File: src/rtl/unified_mem_if.sv
// Bundle between the three memory requesters, the shared single-port SRAM and the arbiter.
// The slave modport is the arbiter's view; the master modport is the requester/SRAM side.
interface unified_mem_if #(
   parameter int ADDR_WIDTH = 8,
   parameter int DATA_WIDTH = 16
);
   logic                  cpu_halt;
   logic                  im_req;
   logic [ADDR_WIDTH-1:0] im_addr;
   logic                  im_gnt;
   logic                  im_r_valid;
   logic                  dm_req;
   logic                  dm_we;
   logic [ADDR_WIDTH-1:0] dm_addr;
   logic [DATA_WIDTH-1:0] dm_w_data;
   logic                  dm_gnt;
   logic                  dm_r_valid;
   logic                  host_req;
   logic                  host_we;
   logic [ADDR_WIDTH-1:0] host_addr;
   logic [DATA_WIDTH-1:0] host_w_data;
   logic                  host_gnt;
   logic                  host_r_valid;
   logic [ADDR_WIDTH-1:0] mem_addr;
   logic                  mem_rd;
   logic                  mem_wr;
   logic [DATA_WIDTH-1:0] mem_w_data;
   logic [DATA_WIDTH-1:0] mem_r_data;
   logic [DATA_WIDTH-1:0] r_data;

   modport slave (
      input  cpu_halt,
      input  im_req, im_addr,
      output im_gnt, im_r_valid,
      input  dm_req, dm_we, dm_addr, dm_w_data,
      output dm_gnt, dm_r_valid,
      input  host_req, host_we, host_addr, host_w_data,
      output host_gnt, host_r_valid,
      output mem_addr, mem_rd, mem_wr, mem_w_data,
      input  mem_r_data,
      output r_data
   );

   modport master (
      output cpu_halt,
      output im_req, im_addr,
      input  im_gnt, im_r_valid,
      output dm_req, dm_we, dm_addr, dm_w_data,
      input  dm_gnt, dm_r_valid,
      output host_req, host_we, host_addr, host_w_data,
      input  host_gnt, host_r_valid,
      input  mem_addr, mem_rd, mem_wr, mem_w_data,
      output mem_r_data,
      input  r_data
   );
endinterface

File: src/rtl/unified_mem_arbiter.sv
// Shares one single-port SRAM between instruction fetch, data access and a host load/dump port.
//   state | meaning
//   CPU   | IM/DM arbitration, DM preferred unless IM has starved STARVE_MAX cycles
//   DRAIN | one idle cycle so a CPU read in flight returns before the host takes over
//   HOST  | host owns the SRAM until it drops host_req
module unified_mem_arbiter #(
   parameter int ADDR_WIDTH = 8,
   parameter int DATA_WIDTH = 16,
   parameter int STARVE_MAX = 3
) (
   input  logic clk,
   input  logic rst,
   unified_mem_if.slave bus
);
   typedef enum logic [1:0] {ST_CPU, ST_DRAIN, ST_HOST} state_t;
   typedef enum logic [1:0] {TAG_NONE, TAG_IM, TAG_DM, TAG_HOST} tag_t;

   localparam logic [3:0] STARVE_LIM = 4'(STARVE_MAX);

   state_t     state;
   logic [3:0] starve_cnt;
   tag_t       rtag;
   tag_t       rd_tag;
   logic       cpu_arb;
   logic       im_win;
   logic       im_gnt;
   logic       dm_gnt;
   logic       host_gnt;

   // HOST with host_req low hands back to the CPU within the same cycle.
   always_comb begin
      cpu_arb  = (state == ST_CPU) || ((state == ST_HOST) && !bus.host_req);
      im_win   = bus.im_req && (!bus.dm_req || (starve_cnt == STARVE_LIM));
      im_gnt   = cpu_arb && im_win;
      dm_gnt   = cpu_arb && bus.dm_req && !im_win;
      host_gnt = (state == ST_HOST) && bus.host_req;
   end

   always_comb begin
      bus.mem_addr   = '0;
      bus.mem_rd     = 1'b0;
      bus.mem_wr     = 1'b0;
      bus.mem_w_data = '0;
      rd_tag         = TAG_NONE;
      if (im_gnt) begin
         bus.mem_addr = bus.im_addr;
         bus.mem_rd   = 1'b1;
         rd_tag       = TAG_IM;
      end else if (dm_gnt) begin
         bus.mem_addr   = bus.dm_addr;
         bus.mem_rd     = !bus.dm_we;
         bus.mem_wr     = bus.dm_we;
         bus.mem_w_data = bus.dm_w_data;
         rd_tag         = bus.dm_we ? TAG_NONE : TAG_DM;
      end else if (host_gnt) begin
         bus.mem_addr   = bus.host_addr;
         bus.mem_rd     = !bus.host_we;
         bus.mem_wr     = bus.host_we;
         bus.mem_w_data = bus.host_w_data;
         rd_tag         = bus.host_we ? TAG_NONE : TAG_HOST;
      end
   end

   always_ff @(posedge clk) begin
      if (rst) begin
         state      <= ST_CPU;
         starve_cnt <= '0;
         rtag       <= TAG_NONE;
      end else begin
         case (state)
            ST_CPU:   if (bus.host_req && bus.cpu_halt) state <= ST_DRAIN;
            ST_DRAIN: state <= ST_HOST;
            ST_HOST:  if (!bus.host_req) state <= ST_CPU;
            default:  state <= ST_CPU;
         endcase
         if (!bus.im_req || im_gnt)
            starve_cnt <= '0;
         else if (starve_cnt < STARVE_LIM)
            starve_cnt <= starve_cnt + 4'd1;
         rtag <= rd_tag;
      end
   end

   assign bus.im_gnt       = im_gnt;
   assign bus.dm_gnt       = dm_gnt;
   assign bus.host_gnt     = host_gnt;
   assign bus.im_r_valid   = (rtag == TAG_IM);
   assign bus.dm_r_valid   = (rtag == TAG_DM);
   assign bus.host_r_valid = (rtag == TAG_HOST);
   assign bus.r_data       = bus.mem_r_data;
endmodule

File: src/flat_wrapper.sv
// flat-port wrapper written by rule: the top's interface ports become plain ports
module unified_mem_arbiter_flat 
#(
   parameter int ADDR_WIDTH = 8,
   parameter int DATA_WIDTH = 16,
   parameter int STARVE_MAX = 3
)
  (clk, rst, bus_cpu_halt, bus_im_req, bus_im_addr, bus_im_gnt, bus_im_r_valid, bus_dm_req, bus_dm_we, bus_dm_addr, bus_dm_w_data, bus_dm_gnt, bus_dm_r_valid, bus_host_req, bus_host_we, bus_host_addr, bus_host_w_data, bus_host_gnt, bus_host_r_valid, bus_mem_addr, bus_mem_rd, bus_mem_wr, bus_mem_w_data, bus_mem_r_data, bus_r_data);
  unified_mem_if #(.ADDR_WIDTH(ADDR_WIDTH), .DATA_WIDTH(DATA_WIDTH)) bus_i ();
  input  logic clk;
  input  logic rst;
  input wire logic [$bits(bus_i.cpu_halt)-1:0] bus_cpu_halt;
  input wire logic [$bits(bus_i.im_req)-1:0] bus_im_req;
  input wire logic [$bits(bus_i.im_addr)-1:0] bus_im_addr;
  output wire logic [$bits(bus_i.im_gnt)-1:0] bus_im_gnt;
  output wire logic [$bits(bus_i.im_r_valid)-1:0] bus_im_r_valid;
  input wire logic [$bits(bus_i.dm_req)-1:0] bus_dm_req;
  input wire logic [$bits(bus_i.dm_we)-1:0] bus_dm_we;
  input wire logic [$bits(bus_i.dm_addr)-1:0] bus_dm_addr;
  input wire logic [$bits(bus_i.dm_w_data)-1:0] bus_dm_w_data;
  output wire logic [$bits(bus_i.dm_gnt)-1:0] bus_dm_gnt;
  output wire logic [$bits(bus_i.dm_r_valid)-1:0] bus_dm_r_valid;
  input wire logic [$bits(bus_i.host_req)-1:0] bus_host_req;
  input wire logic [$bits(bus_i.host_we)-1:0] bus_host_we;
  input wire logic [$bits(bus_i.host_addr)-1:0] bus_host_addr;
  input wire logic [$bits(bus_i.host_w_data)-1:0] bus_host_w_data;
  output wire logic [$bits(bus_i.host_gnt)-1:0] bus_host_gnt;
  output wire logic [$bits(bus_i.host_r_valid)-1:0] bus_host_r_valid;
  output wire logic [$bits(bus_i.mem_addr)-1:0] bus_mem_addr;
  output wire logic [$bits(bus_i.mem_rd)-1:0] bus_mem_rd;
  output wire logic [$bits(bus_i.mem_wr)-1:0] bus_mem_wr;
  output wire logic [$bits(bus_i.mem_w_data)-1:0] bus_mem_w_data;
  input wire logic [$bits(bus_i.mem_r_data)-1:0] bus_mem_r_data;
  output wire logic [$bits(bus_i.r_data)-1:0] bus_r_data;
  assign bus_i.cpu_halt = bus_cpu_halt;
  assign bus_i.im_req = bus_im_req;
  assign bus_i.im_addr = bus_im_addr;
  assign bus_im_gnt = bus_i.im_gnt;
  assign bus_im_r_valid = bus_i.im_r_valid;
  assign bus_i.dm_req = bus_dm_req;
  assign bus_i.dm_we = bus_dm_we;
  assign bus_i.dm_addr = bus_dm_addr;
  assign bus_i.dm_w_data = bus_dm_w_data;
  assign bus_dm_gnt = bus_i.dm_gnt;
  assign bus_dm_r_valid = bus_i.dm_r_valid;
  assign bus_i.host_req = bus_host_req;
  assign bus_i.host_we = bus_host_we;
  assign bus_i.host_addr = bus_host_addr;
  assign bus_i.host_w_data = bus_host_w_data;
  assign bus_host_gnt = bus_i.host_gnt;
  assign bus_host_r_valid = bus_i.host_r_valid;
  assign bus_mem_addr = bus_i.mem_addr;
  assign bus_mem_rd = bus_i.mem_rd;
  assign bus_mem_wr = bus_i.mem_wr;
  assign bus_mem_w_data = bus_i.mem_w_data;
  assign bus_i.mem_r_data = bus_mem_r_data;
  assign bus_r_data = bus_i.r_data;
  unified_mem_arbiter #(.ADDR_WIDTH(ADDR_WIDTH), .DATA_WIDTH(DATA_WIDTH), .STARVE_MAX(STARVE_MAX)) u_core (.clk(clk), .rst(rst), .bus(bus_i));
endmodule
File: config.mk
export PLATFORM = sky130hd
export DESIGN_NAME = unified_mem_arbiter_flat
export DESIGN_NICKNAME = d
export VERILOG_FILES = /design/src/rtl/unified_mem_if.sv /design/src/rtl/unified_mem_arbiter.sv /design/src/flat_wrapper.sv
export SDC_FILE = /design/constraint.sdc
export NUM_CORES = 1
export LEC_CHECK = 0
export CORE_UTILIZATION = 25
export DETAILED_ROUTE_END_ITERATION = 10
export GPL_ROUTABILITY_DRIVEN = 0
export PLACE_DENSITY_LB_ADDON = 0.05
export SYNTH_ARGS = -nofsm -noshare
export SYNTH_HDL_FRONTEND = slang
export SYNTH_SLANG_ARGS = --single-unit
File: constraint.sdc
create_clock -name clk -period 4.8 [get_ports clk]
set_input_delay 0.48 -clock clk [delete_from_list [all_inputs] [get_ports clk]]
set_output_delay 0.48 -clock clk [all_outputs]
set_load 0.005 [all_outputs]
---- After elaboration in Yosys (flattened, before gate mapping) ----
Cells that the tools add are included.
word-level totals
  bits of input ports ..................... 80
  register bits after elaboration ......... 8
  output and inout bits ................... 48
  logic and storage cells ................. 54
cells by class
  mux-type cells .......................... 20
  reductions and logical operators ........ 20
  magnitude comparators ................... 1
  add/sub/neg operators ................... 1
  eq/ne operators ......................... 8
operator list
  cell                                                                   count
  16-bit 2-to-1 mux                                                      3
  8-bit 2-to-1 mux                                                       3
  2-bit 2-to-1 mux                                                       6
  1-bit logical AND                                                      7
  1-bit 2-to-1 mux                                                       7
  2-bit equality test, second input constant                             3
  1-bit zero test                                                        6
  2-bit one-hot mux with 3 select lines                                  1
  4-bit by 1-bit adder with 4-bit output, second input constant          1
  2-bit by 1-bit equality test with 1-bit output, second input constant  2
  4-bit by 2-bit equality test with 1-bit output, second input constant  1
  4-bit by 2-bit < comparator with 1-bit output, second input constant   1
  2-bit inequality test, second input constant                           2
  2-bit OR reduction                                                     2
  1-bit logical OR                                                       3
  2-bit zero test                                                        1
  2-bit AND reduction                                                    1

---- Longest topological paths before layout ----
  depth in word-level cells ............... 7
  mapped depth ............................ 7
  depth with buffers taken out ............ 5

---- Worst setup path before layout ----
Ideal clock, no wire load.
  kind .................................... register -> output
  start point ............................. reg u_core.starve_cnt[0]
  end point ............................... out bus_mem_w_data[10]
  cell stages (with the launch flop) ...... 8
  data arrival time ....................... 1.418 ns
  required time ........................... 4.320 ns
  slack ................................... 2.902 ns
  path buffers ............................ 2
  path through ............................ dfxtp_1 -> ha_1 -> and4bb_1 -> nor2_1 -> and3_4 -> buf_6 -> buf_8 -> a22o_1
between the ends
  cells in the longest elaborated chain, start to end .. 7
  elaborated cells between the ends (all ways) .. 8
  those cells by class .................... eq/ne: 1; mux: 2; reduce/logical: 5
RTL lines
  item                                            RTL line                   text
  from (decl)                                     unified_mem_arbiter.sv:21  logic [3:0] starve_cnt;
  from (signal assigned)                          unified_mem_arbiter.sv:79  starve_cnt <= starve_cnt + 4'd1;
  4-bit by 2-bit equality test with 1-bit output  unified_mem_arbiter.sv:33  im_win = bus.im_req && (!bus.dm_req || (starve_cnt == STARVE_LIM));
  1-bit logical OR                                unified_mem_arbiter.sv:33
  1-bit logical AND                               unified_mem_arbiter.sv:33
  1-bit zero test                                 unified_mem_arbiter.sv:35  dm_gnt = cpu_arb && bus.dm_req && !im_win;
  1-bit logical AND                               unified_mem_arbiter.sv:35
  net bus_dm_gnt                                  flat_wrapper.sv:21         output wire logic [$bits(bus_i.dm_gnt)-1:0] bus_dm_gnt;
  16-bit 2-to-1 mux                               unified_mem_arbiter.sv:49  end else if (dm_gnt) begin
  16-bit 2-to-1 mux                               unified_mem_arbiter.sv:45  if (im_gnt) begin
  to (decl)                                       flat_wrapper.sv:32         output wire logic [$bits(bus_i.mem_w_data)-1:0] bus_mem_w_data;
The timed path passes the listed nets, and every way through them passes these cells.

---- Final worst setup path ----
  start point ............................. in bus_im_req
  end point ............................... out bus_mem_addr[6]
between the ends
  cells in the longest elaborated chain, start to end .. 5
  elaborated cells between the ends (all ways) .. 6
  those cells by class .................... mux: 2; reduce/logical: 4
RTL lines
  item                 RTL line                   text
  from (decl)          flat_wrapper.sv:13         input wire logic [$bits(bus_i.im_req)-1:0] bus_im_req;
  1-bit logical AND *  unified_mem_arbiter.sv:33
  1-bit zero test      unified_mem_arbiter.sv:35
  1-bit logical AND    unified_mem_arbiter.sv:35
  8-bit 2-to-1 mux     unified_mem_arbiter.sv:49
  8-bit 2-to-1 mux *   unified_mem_arbiter.sv:45
  to (decl)            flat_wrapper.sv:29         output wire logic [$bits(bus_i.mem_addr)-1:0] bus_mem_addr;
Mark *: on every way between the ends. The rest lies on a longest branch, timed or not.

==> results by group <==
Place
  • DP Area: between 1500 and 2000 µm²
  • Number of port buffers: 95
  • Dpl cells: between 200 and 250
  • DP HPWL: 2950 µm

Synth
  • Netlist cell types: 36
  • Synth Flop Type: dfxtp_1
  • Count leader, synth: a22o_1
  • Share of Yosys cell area claimed by the top area cell type: 0.182
  • Syn Inst Count: 111
  • Sequential fraction of the synthesis area: 0.182
  • Mapped cell area: between 800 and 900 µm²
  • Ys Warns: 0
  • Cell taking the most area after synthesis: dfxtp_1
  • Number of synthesized register bits: 8
  • Ys async rst share: 0
  • Syn Area/Cell: just under 8 µm²
  • Leading post-synthesis cells by instance count: a22o_1, buf_4, nand2_1, dfxtp_1
  • EDFF count, synth: 0
  • Top cells by area, synth: dfxtp_1, a22o_1, buf_4
  • Synth Net Count: approximately 190

Drt
  • Vias per cell: 4.76
  • Vias post-DR: 1114
  • DRC: 0
  • DR pass1 iterations: 4
  • DRT iter0 DRCs: 16
  • Wire per inst: 14.9 µm
  • Detail Route Antenna Nets: 0
  • WL final: 3490 µm

Floorplanning
  • Row count: 21
  • Die area: around 3800 µm²
  • Starting Density: 0.261
  • Core area: 3360 µm²
  • # IOs: about 130
  • Die H: 61.3 µm
  • Die X: 61.3 µm

Setup path
  • Required time worst endpoint: 4320 ps
  • Crit path arrival time: between 2000 and 2500 ps
  • Critical Path Fanout Max: 9
  • Crit Path Class: input port to output port
  • Critical Path Sink Type: output port
  • R2R Path End: u_core.rtag[1]
  • RR Startpoint: u_core.starve_cnt[0]
  • Startpoint class of the critical path: input port
  • R2R cell count: 5
  • Flop2flop setup slack: between 3000 and 4000 ps

CTS
  • TritonCTS Buffers: 3
  • Worst-case clock buffer depth: 2
  • CTS H-tree lvls: 1
  • CTS clk-pin slew, worst paths: about 50 ps
  • Root buf cell: clkbuf_4
  • CTS sink count: 8
  • CTS tree: done
  • Hold-fix buffers at CTS: 0
  • Worst skew pair latency: 250 ps
  • Resized Gates After CTS: 0
  • Post-CTS Setup Repair Bufs: 0

Finish
  • NumNets Final: ~270
  • Non-Filler Instances: between 200 and 250
  • Layout cell share with drive strength beyond 1: 0.0479
  • Post-route cell area: 1750 µm²
  • Area growth, synth to finish: 99.3%
  • Antenna cells: 0
  • Fillers: 354

STA
  • Min Tclk post-route: 2970 ps
  • Max-slew violation count: 0
  • Max Clk Rate: 337 MHz
  • Worst Tran Pin Value: approximately 380 ps
  • Clk_skew: 5.80 ps
  • Worst hold slack: 492 ps
  • Final setup TNS: 0 ps
  • Final hold vios: 0
  • Slew HR: 0.744
  • # setup viols final: 0
  • Unrepaired setup endpoints after global routing: false
  • Tcrit/Tclk final: 0.618

Global route
  • Vias in the first global route: 1015
  • First-pass GRT wire length: 4770 µm
  • Total GRT Usage: 0.172
  • Largest net degree at the start of global routing: 23
  • GR Layer Usage met3: 0.0546
  • GR Overflow Total: 0
  • Met1 usage: 0.180
  • Initial antenna violation count: 0
  • Grt peak-use layer: met2
  • M2 GR Usage: 0.337

Power
  • Peak VDD IR: ~100 µV
  • Power Total: between 200 and 300 µW
  • Leak: 0.000685 µW
  • P per Cell Area: 145 nW/µm²

Worst hold path
  • WHS Endpoint: u_core.starve_cnt[2]
  • Hold Path Stages: 1
  • Hold crit path type: flop to flop
  • Min-Delay Startpoint: u_core.starve_cnt[2]

Outcome
  • Status: complete, no violations

Flow run
  • Max Cap Violations: 0
-- how the worst max path moves through the flow --
stage,start,end,slack [ps],depth (start not counted)
floorplan,u_core.starve_cnt[0],bus_mem_w_data[10],2900,7
global placement,bus_im_req,bus_mem_addr[6],1870,6
detailed placement,bus_im_req,bus_mem_w_data[12],1840,6
CTS,bus_im_req,bus_mem_w_data[12],1840,6
global route,bus_im_req,bus_mem_addr[6],1720,6
finish,bus_im_req,bus_mem_addr[6],1830,6
-- critical path, cell delays in order --
cell and delay (ps):
clkdlybuf4s50_1 540, and4bb_1 250, or2_1 350, nand2_1 190, o211a_1 240, clkdlybuf4s50_1 440
-- layer usage --
layer  vias to the layer above  wire length (µm)
met4                         0                19
met2                        66              1720
li1                        553                 -
met3                         2               426
met1                       493              1330
met5                         -                 0
-- logic make-up after synthesis --
family / after synthesis / share of synthesized area
compound gates: 47 / 0.400
simple gates: 29 / 0.187
xor+xnor: 1 / 0.00997
mux: 1 / 0.0128
fa+ha+maj: 1 / 0.0142
flops: 8 / 0.182
buf+inv: 24 / 0.194
-- layout make-up --
cell class              instances  area [µm²]  area share
multi-input cells              79         548       0.313
repair buffers                 95         951       0.543
well taps                      46        57.6      0.0329
flip-flops and latches          8         160      0.0915
clock buffers                   3        22.5      0.0129
inverters                       3        11.3     0.00643
-- flip-flops by register name, summed over array words and instances, names as in the netlist --
name	flops
u_core.starve_cnt	4
u_core.state	2
u_core.rtag	2
-- report_power, final --
part / switching, µW / total, µW / internal (µW)
Combinational: 40.1 / 134 / 94.3
Clock: 20.5 / 48.9 / 28.4
Sequential: 1.97 / 70.7 / 68.8
-- metrics by stage --
step	worst slack, ps	util
6_report	1830	0.520
2_1_floorplan	2900	-
3_3_place_gp	1870	0.514
5_1_grt	1720	0.520
3_5_place_dp	1840	0.514
4_1_cts	1840	0.520
-- placed cells by master (no fill, tap or decap), drive strengths merged --
master and count:
a21boi 1, a21oi 8, a22o 17, a22oi 6
and2 1, and2b 1, and3 5, and4bb 1
clkbuf 3, clkdlybuf4s50 95, dfxtp 8, ha 1
inv 3, mux2 1, nand2 10, nand2b 1
nand3 1, nor2 1, nor2b 4, nor3 1
nor4 1, o211a 2, o211ai 2, o21a 2
o21ai 9, or2 1, or3 1, xor2 1
No activity file was read; power rests on OpenSTA's default activity.
